File: src/rtl/approx_err_pkg.sv
// Shared types and accumulator width helpers for the approximate-adder error engine.
package approx_err_pkg;

    typedef enum logic [1:0] {
        MODE_EXACT = 2'd0,
        MODE_LOA   = 2'd1,
        MODE_TRUNC = 2'd2,
        MODE_ONES  = 2'd3
    } mode_e;

    typedef enum logic [1:0] {
        IDLE  = 2'd0,
        RUN   = 2'd1,
        DRAIN = 2'd2,
        DONE  = 2'd3
    } state_e;

    // Each width leaves headroom for a full 2^(2W)-case sweep at the worst |err|.
    function automatic int cnt_w(input int w);
        return 2 * w + 1;
    endfunction

    function automatic int sum_w(input int w);
        return 3 * w + 2;
    endfunction

    function automatic int abs_w(input int w);
        return 3 * w + 1;
    endfunction

    function automatic int sq_w(input int w);
        return 4 * w + 2;
    endfunction

endpackage

File: src/rtl/approx_add_core.sv
// Combinational lower-part approximate adder: exact, LOA, truncate and lower-ones modes.
module approx_add_core
    import approx_err_pkg::*;
#(
    parameter int WIDTH       = 8,
    parameter int APPROX_BITS = 4
) (
    input  logic [WIDTH-1:0] i_a,
    input  logic [WIDTH-1:0] i_b,
    input  mode_e            i_mode,
    output logic [WIDTH:0]   o_sum
);
    localparam int K = APPROX_BITS;

    logic [WIDTH:0] w_exact;

    assign w_exact = {1'b0, i_a} + {1'b0, i_b};

    generate
        if (K == 0) begin : g_exact_only
            assign o_sum = w_exact;
        end else begin : g_approx
            logic [K-1:0]   w_low;
            logic           w_carry;
            logic [WIDTH:0] w_approx;

            always_comb begin
                w_low   = '0;
                w_carry = 1'b0;
                case (i_mode)
                    MODE_LOA: begin
                        w_low   = i_a[K-1:0] | i_b[K-1:0];
                        w_carry = i_a[K-1] & i_b[K-1];
                    end
                    MODE_ONES: w_low = '1;
                    default: ;
                endcase
            end

            // With every bit approximated only the carry survives above the low part.
            if (K == WIDTH) begin : g_no_upper
                assign w_approx = {w_carry, w_low};
            end else begin : g_upper
                localparam int UW = WIDTH - K;
                logic [UW:0] w_upper;
                assign w_upper  = {1'b0, i_a[WIDTH-1:K]} + {1'b0, i_b[WIDTH-1:K]}
                                + {{UW{1'b0}}, w_carry};
                assign w_approx = {w_upper, w_low};
            end

            assign o_sum = (i_mode == MODE_EXACT) ? w_exact : w_approx;
        end
    endgenerate

endmodule

File: src/rtl/approx_adder_err_engine.sv
// Exhaustive error-characterisation engine: sweeps every operand pair through the
// approximate adder and accumulates error-rate, signed, absolute and squared error sums.
module approx_adder_err_engine
    import approx_err_pkg::*;
#(
    parameter int WIDTH       = 8,
    parameter int APPROX_BITS = 4
) (
    input  logic                           i_clk,
    input  logic                           i_rst,
    input  logic                           i_start,
    input  logic [1:0]                     i_mode,
    output logic                           o_busy,
    output logic                           o_done,
    output logic [cnt_w(WIDTH)-1:0]        o_err_count,
    output logic signed [sum_w(WIDTH)-1:0] o_err_sum,
    output logic [abs_w(WIDTH)-1:0]        o_abs_sum,
    output logic [sq_w(WIDTH)-1:0]         o_sq_sum,
    output logic [WIDTH:0]                 o_max_abs_err,
    output logic [cnt_w(WIDTH)-1:0]        o_total_cases
);
    localparam int CW = cnt_w(WIDTH);
    localparam int SW = sum_w(WIDTH);
    localparam int AW = abs_w(WIDTH);
    localparam int QW = sq_w(WIDTH);
    localparam int EW = WIDTH + 2;
    localparam int PW = 2 * WIDTH + 2;

    localparam logic [2*WIDTH-1:0] STEP_ONE = {{(2*WIDTH-1){1'b0}}, 1'b1};
    localparam logic [CW-1:0]      CNT_ONE  = {{(CW-1){1'b0}}, 1'b1};
    localparam logic [WIDTH:0]     ABS_ONE  = {{WIDTH{1'b0}}, 1'b1};

    state_e             r_state;
    state_e             w_state_next;
    mode_e              r_mode;
    logic [2*WIDTH-1:0] r_cnt;
    logic               r_done;
    logic               w_done_next;
    logic               w_accept;
    logic               w_issue;
    logic               w_last;

    logic [WIDTH:0]     w_approx;
    logic [WIDTH:0]     w_exact;
    logic [WIDTH:0]     r_s1_approx;
    logic [WIDTH:0]     r_s1_exact;
    logic               r_s1_valid;

    logic [EW-1:0]      w_err;
    logic [WIDTH:0]     w_abs;
    logic [PW-1:0]      w_abs_ext;
    logic [PW-1:0]      w_sq;
    logic [EW-1:0]      r_s2_err;
    logic [WIDTH:0]     r_s2_abs;
    logic [PW-1:0]      r_s2_sq;
    logic               r_s2_valid;

    logic [CW-1:0]      r_err_count;
    logic [SW-1:0]      r_err_sum;
    logic [AW-1:0]      r_abs_sum;
    logic [QW-1:0]      r_sq_sum;
    logic [WIDTH:0]     r_max_abs;
    logic [CW-1:0]      r_total;

    assign w_accept = i_start && (r_state == IDLE || r_state == DONE);
    assign w_issue  = (r_state == RUN);
    assign w_last   = (r_cnt == '1);

    always_ff @(posedge i_clk) begin
        if (i_rst) r_state <= IDLE;
        else       r_state <= w_state_next;
    end

    // DRAIN ends once stage 1 is empty: the last case then sits in stage 2 and
    // lands in the accumulators on the same edge that raises done.
    always_comb begin
        w_state_next = r_state;
        w_done_next  = 1'b0;
        case (r_state)
            IDLE:  if (i_start) w_state_next = RUN;
            RUN:   if (w_last)  w_state_next = DRAIN;
            DRAIN: if (!r_s1_valid) begin
                w_state_next = DONE;
                w_done_next  = 1'b1;
            end
            DONE:  if (i_start) w_state_next = RUN;
            default: w_state_next = IDLE;
        endcase
    end

    always_ff @(posedge i_clk) begin
        if (i_rst) begin
            r_cnt  <= '0;
            r_mode <= MODE_EXACT;
            r_done <= 1'b0;
        end else begin
            r_done <= w_done_next;
            if (w_accept) begin
                r_cnt  <= '0;
                r_mode <= mode_e'(i_mode);
            end else if (w_issue) begin
                r_cnt <= r_cnt + STEP_ONE;
            end
        end
    end

    approx_add_core #(
        .WIDTH       (WIDTH),
        .APPROX_BITS (APPROX_BITS)
    ) u_core (
        .i_a    (r_cnt[2*WIDTH-1:WIDTH]),
        .i_b    (r_cnt[WIDTH-1:0]),
        .i_mode (r_mode),
        .o_sum  (w_approx)
    );

    assign w_exact = {1'b0, r_cnt[2*WIDTH-1:WIDTH]} + {1'b0, r_cnt[WIDTH-1:0]};

    always_ff @(posedge i_clk) begin
        if (i_rst) begin
            r_s1_valid  <= 1'b0;
            r_s1_approx <= '0;
            r_s1_exact  <= '0;
        end else begin
            r_s1_valid  <= w_issue;
            r_s1_approx <= w_approx;
            r_s1_exact  <= w_exact;
        end
    end

    // |err| never reaches 2^(W+1), so negating the low W+1 bits gives the magnitude.
    assign w_err     = {1'b0, r_s1_approx} - {1'b0, r_s1_exact};
    assign w_abs     = w_err[EW-1] ? (~w_err[WIDTH:0] + ABS_ONE) : w_err[WIDTH:0];
    assign w_abs_ext = {{(WIDTH+1){1'b0}}, w_abs};
    assign w_sq      = w_abs_ext * w_abs_ext;

    always_ff @(posedge i_clk) begin
        if (i_rst) begin
            r_s2_valid <= 1'b0;
            r_s2_err   <= '0;
            r_s2_abs   <= '0;
            r_s2_sq    <= '0;
        end else begin
            r_s2_valid <= r_s1_valid;
            r_s2_err   <= w_err;
            r_s2_abs   <= w_abs;
            r_s2_sq    <= w_sq;
        end
    end

    always_ff @(posedge i_clk) begin
        if (i_rst || w_accept) begin
            r_err_count <= '0;
            r_err_sum   <= '0;
            r_abs_sum   <= '0;
            r_sq_sum    <= '0;
            r_max_abs   <= '0;
            r_total     <= '0;
        end else if (r_s2_valid) begin
            if (r_s2_err != '0) r_err_count <= r_err_count + CNT_ONE;
            r_err_sum <= r_err_sum + {{(SW-EW){r_s2_err[EW-1]}}, r_s2_err};
            r_abs_sum <= r_abs_sum + {{(AW-WIDTH-1){1'b0}}, r_s2_abs};
            r_sq_sum  <= r_sq_sum + {{(QW-PW){1'b0}}, r_s2_sq};
            if (r_s2_abs > r_max_abs) r_max_abs <= r_s2_abs;
            r_total   <= r_total + CNT_ONE;
        end
    end

    assign o_busy        = (r_state == RUN) || (r_state == DRAIN);
    assign o_done        = r_done;
    assign o_err_count   = r_err_count;
    assign o_err_sum     = r_err_sum;
    assign o_abs_sum     = r_abs_sum;
    assign o_sq_sum      = r_sq_sum;
    assign o_max_abs_err = r_max_abs;
    assign o_total_cases = r_total;

endmodule
File: config.mk
export PLATFORM = sky130hd
export DESIGN_NAME = approx_adder_err_engine
export DESIGN_NICKNAME = d
export VERILOG_FILES = /design/src/rtl/approx_err_pkg.sv /design/src/rtl/approx_add_core.sv /design/src/rtl/approx_adder_err_engine.sv
export SDC_FILE = /design/constraint.sdc
export NUM_CORES = 1
export LEC_CHECK = 0
export ABC_AREA = 1
export ABC_CLOCK_PERIOD_IN_PS = 12000
export BUFFER_PORTS_ARGS = -buffer_cell sky130_fd_sc_hd__buf_2
export CAP_MARGIN = 15
export CORE_MARGIN = 5
export CORE_UTILIZATION = 60
export CTS_CLUSTER_DIAMETER = 30
export DETAILED_ROUTE_END_ITERATION = 16
export PLACE_DENSITY = 0.83
export SLEW_MARGIN = 10
export SYNTH_ARGS = -nofsm -noshare
export SYNTH_HDL_FRONTEND = slang
export SYNTH_SLANG_ARGS = --single-unit
File: constraint.sdc
create_clock -name i_clk -period 12 [get_ports i_clk]
set_input_delay 1.2 -clock i_clk [delete_from_list [all_inputs] [get_ports i_clk]]
set_output_delay 1.2 -clock i_clk [all_outputs]
set_load 0.02 [all_outputs]
==> impl_metrics.toml, run 1 <==
[status]
status = "completed"

[grt]
use_met1_pct = 34.1
grt.total_usage_pct = 27.8
grt_max_degree = 93
grt_pass1_wl_microns = 61800
gr-usage-met2_pct = 48.8
grt_pass1_vias = 13330
grt-ovfl-total = 0
top_usage_layer = "met2"
use_met3_pct = 4.45
antenna_found_initial = 0

[placed_design]
dp_hpwl_microns = 27700
port_buffers = 134
dpl_cell_area_sq_um = 15000
gp_congestion = 0.927

[clocking]
cts_hold_buffers = 0
cts-root-buf = "clkbuf_16"
clk_latency_ns = 0.54
cts_setup_buffers = 0
htree_levels = 2
cts_buffers = 45
clk_path_buf_depth = 3
clkSlewWorstSetupHoldPaths_ns = 0.05
cts_tree = "done"
cts_num_sinks = 203
post_cts_resized = 0

[yosys]
synth_seq_area_share_pct = 29.0
yosys.area.top_type_share_pct = 29.0
synth_top_area_cell = "dfxtp_1"
synthCells = 2040
netlist_area_sq_um = 14000
synth_seq_cells = 203
syn-num-nets = 2208
yosysUniqueCellTypes = 48
synth_edf_count = 0
ys_warn_count = 0
async_flop_share_pct = 0
synth.avg_cell_area_sq_um = 6.88
netlist_top_cells_area = "dfxtp_1 29%, ha_1 11%, nand2_1 9.9%"
ys.flop_type = "dfxtp_1"

[floorplan]
die_area_sq_um = 26600
row_count = 56
fp.dieH_microns = 163
core_area_sq_um = 23300
ios = 135
initial_utilization_pct = 60.3
die-width_microns = 163

[sta]
setup_violations = 0
report.final.slew_viol_count = 0
tightest_slew_ns = 1.01
timing.hold.ws_ns = 0.472
fin_crit_ns = 6.33
finalHoldViolCount = 0
rsz0062_at_grt = "no"
fin_skew_ns = 0.0393
maxClockFrequency_ghz = 0.158
period_share_pct = 52.7
tns_ns = 0
maxSlewHeadroom_pct = 32.6

[final_layout]
areaGrowthSynthToFinish_pct = 18.0
fin_nets = 2349
regArea_sq_um = 4070
final_util_pct = 71.2
diodes = 0
multiInputGateArea_sq_um = 8560
layout_commonest_cell = "nand2_1"
layout_common_cells = "371 x nand2_1, 321 x inv_1, 279 x nor2_1, 202 x dfxtp_1, 167 x a21oi_1"
drive_gt1_share_pct = 11.7
fin_area_sq_um = 16600
fillCellCount = 1935

[power_and_ir_drop]
finalPower_uw = 4850
combPwrFrac_pct = 56.5
ir_worst_vdd_mv = 0.330
p_per_area_nw_per_um2 = 293
p_int_uw = 2550
switching_power_uw = 2300
clock_power_share_pct = 26.3
p_leak_uw = 0.00824
power_frac_seq_pct = 17.2
switching_share_pct = 47.4

[detailed_routing]
viasPerCell = 5.43
wl_per_cell_microns = 14.8
antenna_left = 0
dr.pass1.iters = 6
drt_wl_total_microns = 37500
drc = 0
via_count = 13776
drt-initial-drc-count = 924

[worst_hold_path]
holdPathStages = 2
hold_class = "reg2reg"

[worst_setup_path]
cp_data_arrival_time_ns = 6.73
critPathCaptureType = "register"
cp_common_cell = "inv_1"
rr_worst_depth = 35
startpoint_type = "register"
required_ns = 12.40
cp_slowest_cell = "fa_1"
crit_path_max_fanout = 12
max_stage_delay_ns = 0.58
worstSetupPathType = "reg2reg"

[job]
max-cap-violations = 0
[sequential cells by signal, summed over array words and instances (netlist names), 2 cells and up]
register       cells
o_err_count       17
r_s2_err          10
o_max_abs_err      9
r_s2_abs           8
o_err_sum         26
r_state            2
r_s1_approx        9
o_sq_sum          34
r_mode             2
r_cnt             16
o_total_cases     17
r_s2_sq           16
r_s1_exact         9
o_abs_sum         25
[cell usage after synthesis (16+ instances only)]
cell type  count
inv_1        321
a21oi_1      167
o21ai_0      128
nor2_1       280
nand4_1       28
fa_1          39
nand2_1      371
ha_1         124
clkbuf_1      32
nand3_1      108
nor3_1        40
xnor2_1       16
xor2_1        37
dfxtp_1      203
[metrics by stage]
stage	std cells	setup slack, ns
after floorplan	2040	6.18
final	2536	5.67
after global routing	2536	5.20
after CTS	2536	5.69
after global placement	2453	5.87
after detailed placement	2453	5.69
[worst paths after layout]
kind / from / to / slack, ns
max: r_s1_approx[0] / r_s2_sq[14] / 5.67
min: r_s1_valid / r_s2_valid / 0.47
max reg2reg: r_s1_approx[0] / r_s2_sq[14] / 5.67
min reg2reg: r_s1_valid / r_s2_valid / 0.47
[power groups by stage]
stage	Combinational, uW	Clock (uW)	Sequential [uW]
final	2740	1280	834
after global routing	3140	1330	840
after CTS	2740	1290	831
after detailed placement	2710	0	844
after global placement	2620	0	842
after floorplan	2120	0	836
[kinds of logic (layout without fill, tap and decap cells)]
logic type               after synthesis  count (layout)  synth area share, %
AO/OA/AOI/OAI                        371             371                 14.6
XOR/XNOR                              55              55                 3.54
buffers and inverters                375             552                 10.1
AND/OR/NAND/NOR                      873             873                 26.2
adder cells (fa/ha/maj)              163             163                 16.6
flip-flops                           203             203                 29.0
[worst max-delay path: cells and delay by family (launching register included)]
family	cells	cell delay [ns]
simple gates	13	1.25
flops	1	0.30
buf+inv	10	0.70
compound gates	4	0.70
fa+ha+maj	8	3.27
[per-layer routing]
| layer | wire length (microns) | vias up |
|---|---|---|
| met3 | 2500 | 98 |
| met1 | 15600 | 6362 |
| met4 | 1170 | 0 |
| met2 | 18200 | 419 |
| li1 | - | 6897 |
| met5 | 0 | - |
[layout make-up]
cell class | instances | area share, %
Inverter | 331 | 7.50
Clock buffer | 52 | 7.33
Timing Repair Buffer | 138 | 4.23
Clock inverter | 31 | 2.30
Tap cell | 319 | 2.41
Multi-Input combinational cell | 1462 | 51.7
Sequential cell | 203 | 24.6
Power figures use the tool's default switching activity.
==> inputs of run 2 (changes only) <==
ABC_CLOCK_PERIOD_IN_PS = 6400   (was 12000)
clock period = 6.4 ns   (was 12 ns; I/O delays follow)
==> impl_metrics.toml, run 2 (synthesis results as in run 1) <==
[status]
status = "completed"

[sta]
fin_crit_ns = 6.04
period_share_pct = 94.4
finalHoldViolCount = 0
tightest_slew_ns = 1.00
fin_skew_ns = 0.0115
maxClockFrequency_ghz = 0.165
report.final.slew_viol_count = 0
setup_violations = 0
tns_ns = 0
maxSlewHeadroom_pct = 33.3
rsz0062_at_grt = "no"

[final_layout]
largest_reg_flops = 34
multiInputGateArea_sq_um = 8590
final_cell_count_no_fill = 2540
areaGrowthSynthToFinish_pct = 18.7
layout_commonest_cell = "nand2_1"
layout_common_cells = "370 x nand2_1, 320 x inv_1, 275 x nor2_1, 202 x dfxtp_1, 166 x a21oi_1"
diodes = 0
regArea_sq_um = 4070
drive_gt1_share_pct = 12.3
fillCellCount = 1912
fin_nets = 2352

[power_and_ir_drop]
p_per_area_nw_per_um2 = 557
p_leak_uw = 0.00827
ir_worst_vdd_mv = 0.674

[detailed_routing]
drc = 0
dr.pass1.iters = 6
drt_wl_total_microns = 37300
via_count = 13961
viasPerCell = 5.50
antenna_left = 0
drt-initial-drc-count = 1023
wl_per_cell_microns = 14.7

[job]
max-cap-violations = 0

[clocking]
cts_num_sinks = 203
cts_hold_buffers = 0
cts_tree = "done"
clk_latency_ns = 0.54
clkSlewWorstSetupHoldPaths_ns = 0.05
cts_buffers = 45
clk_path_buf_depth = 3
htree_levels = 2
cts-root-buf = "clkbuf_16"

[placed_design]
dp_hpwl_microns = 27400
port_buffers = 134
place_inst = 2456
gp_congestion = 0.946

[worst_setup_path]
startpoint_type = "register"
worstSetupPathType = "reg2reg"
required_ns = 6.81
rr_worst_depth = 31
r2r-start = "r_s1_approx[0]"
r2r_end = "r_s2_sq[15]"
crit_path_max_fanout = 7
critPathCaptureType = "register"
cp_slowest_cell = "fa_1"
crit_start = "r_s1_approx[0]"
rrSetupSlack_ns = 0.36
cp_data_arrival_time_ns = 6.45
cp_common_cell = "inv_1"
max_stage_delay_ns = 0.54

[floorplan]
fp.dieH_microns = 163
ios = 135
row_count = 56
die-width_microns = 163
die_area_sq_um = 26600
core_area_sq_um = 23300
initial_utilization_pct = 60.3

[worst_hold_path]
holdPathStages = 3
hold_start = "i_mode[0]"
hold_class = "in2reg"
hold-path-endpoint = "r_mode[0]"

[grt]
grt.total_usage_pct = 27.6
grt_pass1_wl_microns = 61700
grt_max_degree = 94
grt-ovfl-total = 0
grt_pass1_vias = 13302
antenna_found_initial = 0
run 2: cell count changes in the layout (fill, tap and decap cells not counted), moves of 2 or more:
cell,delta
buf_4,+3
clkbuf_1,-2
nor2_1,-4
clkinv_4,+2
nor2_2,+4
inv_6,+6
clkbuf_8,-2
run 2: critical path, delay by kind of cell (launching register included):
kind,cells,cell delay [ns]
AO/OA/AOI/OAI,4,0.67
XOR/XNOR,1,0.19
adder cells (fa/ha/maj),8,3.13
buffers and inverters,8,0.62
flip-flops,1,0.30
AND/OR/NAND/NOR,10,1.02
run 2: how the worst max path moves through the flow:
stage / to / slack, ns / cells past startpoint
2_1_floorplan: r_s2_sq[14] / 0.58 / 36
3_3_place_gp: r_s2_sq[15] / 0.38 / 29
3_5_place_dp: r_s2_sq[15] / 0.21 / 29
4_1_cts: r_s2_sq[15] / 0.19 / 29
5_1_grt: r_s2_sq[17] / 0.02 / 34
6_report: r_s2_sq[15] / 0.36 / 31
run 2: per-layer routing:
layer | vias up | part of all wire, % | GRT usage (%)
met2 | 475 | 48 | 47.5
li1 | 6911 | - | -
met4 | 0 | 3.6 | 10.5
met5 | - | 0 | 0
met3 | 103 | 6.2 | 4.23
met1 | 6472 | 43 | 35.1
run 2: where the power goes:
part | switching (uW) | internal (uW) | total [uW]
registers | 134 | 1420 | 1560
clock network | 840 | 1620 | 2460
logic | 3440 | 1830 | 5270
run 2: through the flow:
stage	utilization [%]	power (uW)	hold WS (ns)	setup slack (ns)	area (sq um)
4_1_cts	71.5	9220	0.368	0.193	16600
6_report	71.6	9290	0.377	0.355	16700
3_3_place_gp	64.5	6490	0.434	0.376	15000
5_1_grt	71.6	10100	0.422	0.0158	16700
2_1_floorplan	-	5540	0.424	0.579	14000
3_5_place_dp	64.5	6710	0.442	0.207	15000
run 2: area by class of cell:
class	count	area share (%)
clock inverters	36	2.79
well taps	319	2.40
flip-flops and latches	203	24.4
repair buffers	141	4.34
inverters	331	7.46
multi-input cells	1462	51.5
clock buffers	48	7.07
run 2: what timing repair did:
| action | 4_1_cts | 5_1_grt |
|---|---|---|
| resized for setup | 0 | 9 |
| buffers inserted | 0 | 0 |
| endpoints found under the setup margin | 0 | 7 |
==> inputs of run 3 (changes only) <==
--- a/config.mk
+++ b/config.mk
@@ -11,7 +11,9 @@
 export CAP_MARGIN = 15
+export CELL_PAD_IN_SITES_DETAIL_PLACEMENT = 0
+export CELL_PAD_IN_SITES_GLOBAL_PLACEMENT = 1
 export CORE_MARGIN = 5
-export CORE_UTILIZATION = 60
+export CORE_UTILIZATION = 44
 export CTS_CLUSTER_DIAMETER = 30
 export DETAILED_ROUTE_END_ITERATION = 16
-export PLACE_DENSITY = 0.83
+export PLACE_DENSITY = 0.84
 export SLEW_MARGIN = 10
--- a/constraint.sdc
+++ b/constraint.sdc
@@ -3,2 +3,2 @@
 set_output_delay 0.64 -clock i_clk [all_outputs]
-set_load 0.02 [all_outputs]
+set_load 0.005 [all_outputs]
==> impl_metrics.toml, run 3 (synthesis results as in run 1) <==
[status]
status = "completed"

[sta]
report.final.slew_viol_count = 0
maxClockFrequency_ghz = 0.169
tightest_slew_ns = 0.899
tns_ns = 0
setup_violations = 0
maxSlewHeadroom_pct = 40.0
fin_skew_ns = 0.0239
timing.hold.ws_ns = 0.345
finalHoldViolCount = 0
period_share_pct = 92.5
rsz0062_at_grt = "no"
fin_crit_ns = 5.92

[placed_design]
port_buffers = 134
gp_congestion = 0.896
dp_hpwl_microns = 28600

[detailed_routing]
drt-initial-drc-count = 629
drc = 0
viasPerCell = 5.10
drt_wl_total_microns = 38100
wl_per_cell_microns = 14.5
dr.pass1.iters = 7
antenna_left = 0
via_count = 13447

[final_layout]
largest_reg_flops = 34
fin_nets = 2363
drive_gt1_share_pct = 12.9
layout_common_cells = "370 x nand2_1, 320 x inv_1, 273 x nor2_1, 202 x dfxtp_1, 165 x a21oi_1"
final_util_pct = 53.9
areaGrowthSynthToFinish_pct = 21.1
layout_commonest_cell = "nand2_1"

[grt]
grt-ovfl-total = 0
grt_pass1_wl_microns = 63800
grt_max_degree = 78
grt.total_usage_pct = 21.3
grt_pass1_vias = 12991
antenna_found_initial = 1

[worst_setup_path]
crit_cells = 31
crit_path_max_fanout = 7
critPathTopFamily = "adder cells"
startpoint_type = "register"
r2r-start = "r_s1_approx[0]"
r2r_end = "r_s2_sq[17]"
critPathCaptureType = "register"
critPathBufInv = 7
max_stage_delay_ns = 0.55
cp_data_arrival_time_ns = 6.40
worstSetupPathType = "reg2reg"
cp_common_cell = "inv_1"
required_ns = 6.88
rrSetupSlack_ns = 0.48
cp_slowest_cell = "fa_1"
rr_worst_depth = 31
crit_start = "r_s1_approx[0]"

[clocking]
cts_buffers = 51
cts_tree = "done"
clk_latency_ns = 0.57
cts_num_sinks = 203
htree_levels = 2
cts-root-buf = "clkbuf_16"
clkSlewWorstSetupHoldPaths_ns = 0.04
clk_path_buf_depth = 3

[floorplan]
die-width_microns = 189
ios = 135
row_count = 65
die_area_sq_um = 35600
initial_utilization_pct = 44.5
core_area_sq_um = 31600
fp.dieH_microns = 189

[worst_hold_path]
hold_class = "in2reg"
hold-path-endpoint = "r_mode[0]"
hold_start = "i_mode[0]"
holdPathStages = 3

[job]
max-cap-violations = 0

[power_and_ir_drop]
p_per_area_nw_per_um2 = 570
p_leak_uw = 0.00837
ir_worst_vdd_mv = 0.588
-- run 3: cell types whose count changed in the layout (fill, tap and decap cells not counted), sizes merged, moves of 2 or more --
cell	delta
inv	-12
bufinv	-2
clkbuf	+23
clkinv	-2
buf	+5
-- run 3: power by group --
group          leakage [uW]  switching [uW]  internal [uW]
sequential          0.00164             138           1430
clock              0.000870             795           1800
combinational       0.00586            3510           2020
-- run 3: worst register-to-register path: cells and delay by family, from the launching register on --
kind	cells	cell delay (ns)
buffers and inverters	7	0.60
AO/OA/AOI/OAI	2	0.36
AND/OR/NAND/NOR	14	1.49
flip-flops	1	0.30
adder cells (fa/ha/maj)	8	3.10
-- run 3: routing by layer --
layer / vias to the layer above / part of all wire, % / routed length [microns] / global-route usage, %
met5: - / 0.034 / 13 / 0
met1: 6191 / 47 / 18000 / 28.6
met2: 267 / 46 / 17400 / 35.1
li1: 6931 / - / - / -
met4: 2 / 1.9 / 740 / 6.14
met3: 56 / 4.9 / 1870 / 3.83
-- run 3: cell type report --
| cell class | instances | area (sq um) |
|---|---|---|
| multi-input combinational | 1462 | 8650 |
| clock buffer | 71 | 1510 |
| tap | 402 | 503 |
| antenna | 1 | 2.50 |
| timing repair buffer | 146 | 761 |
| sequential | 203 | 4070 |
| clock inverter | 21 | 260 |
| fill | 3067 | 14600 |
| inverter | 331 | 1250 |
-- run 3: metrics by stage --
step / area (sq um) / total power, uW / std cells / worst slack (ns)
6_report: 17000 / 9690 / 2637 / 0.479
5_1_grt: 17000 / 10800 / 2636 / 0.0187
4_1_cts: 16900 / 9350 / 2632 / 0.140
3_5_place_dp: 15100 / 6670 / 2540 / 0.177
3_3_place_gp: 15100 / 6550 / 2540 / 0.373
2_1_floorplan: 14000 / 5490 / 2040 / 0.579
-- run 3: worst max path at each step --
stage / endpoint / slack (ns)
finish: r_s2_sq[17] / 0.48
global route: r_s2_sq[17] / 0.02
CTS: r_s2_sq[17] / 0.14
detailed placement: r_s2_sq[15] / 0.18
global placement: r_s2_sq[15] / 0.37
floorplan: r_s2_sq[14] / 0.58
-- run 3: repair_timing --
item                                    CTS  global route
endpoints found under the setup margin    0             8
setup buffers                             0             4
hold buffers                              0             0
resized for setup                         0            21
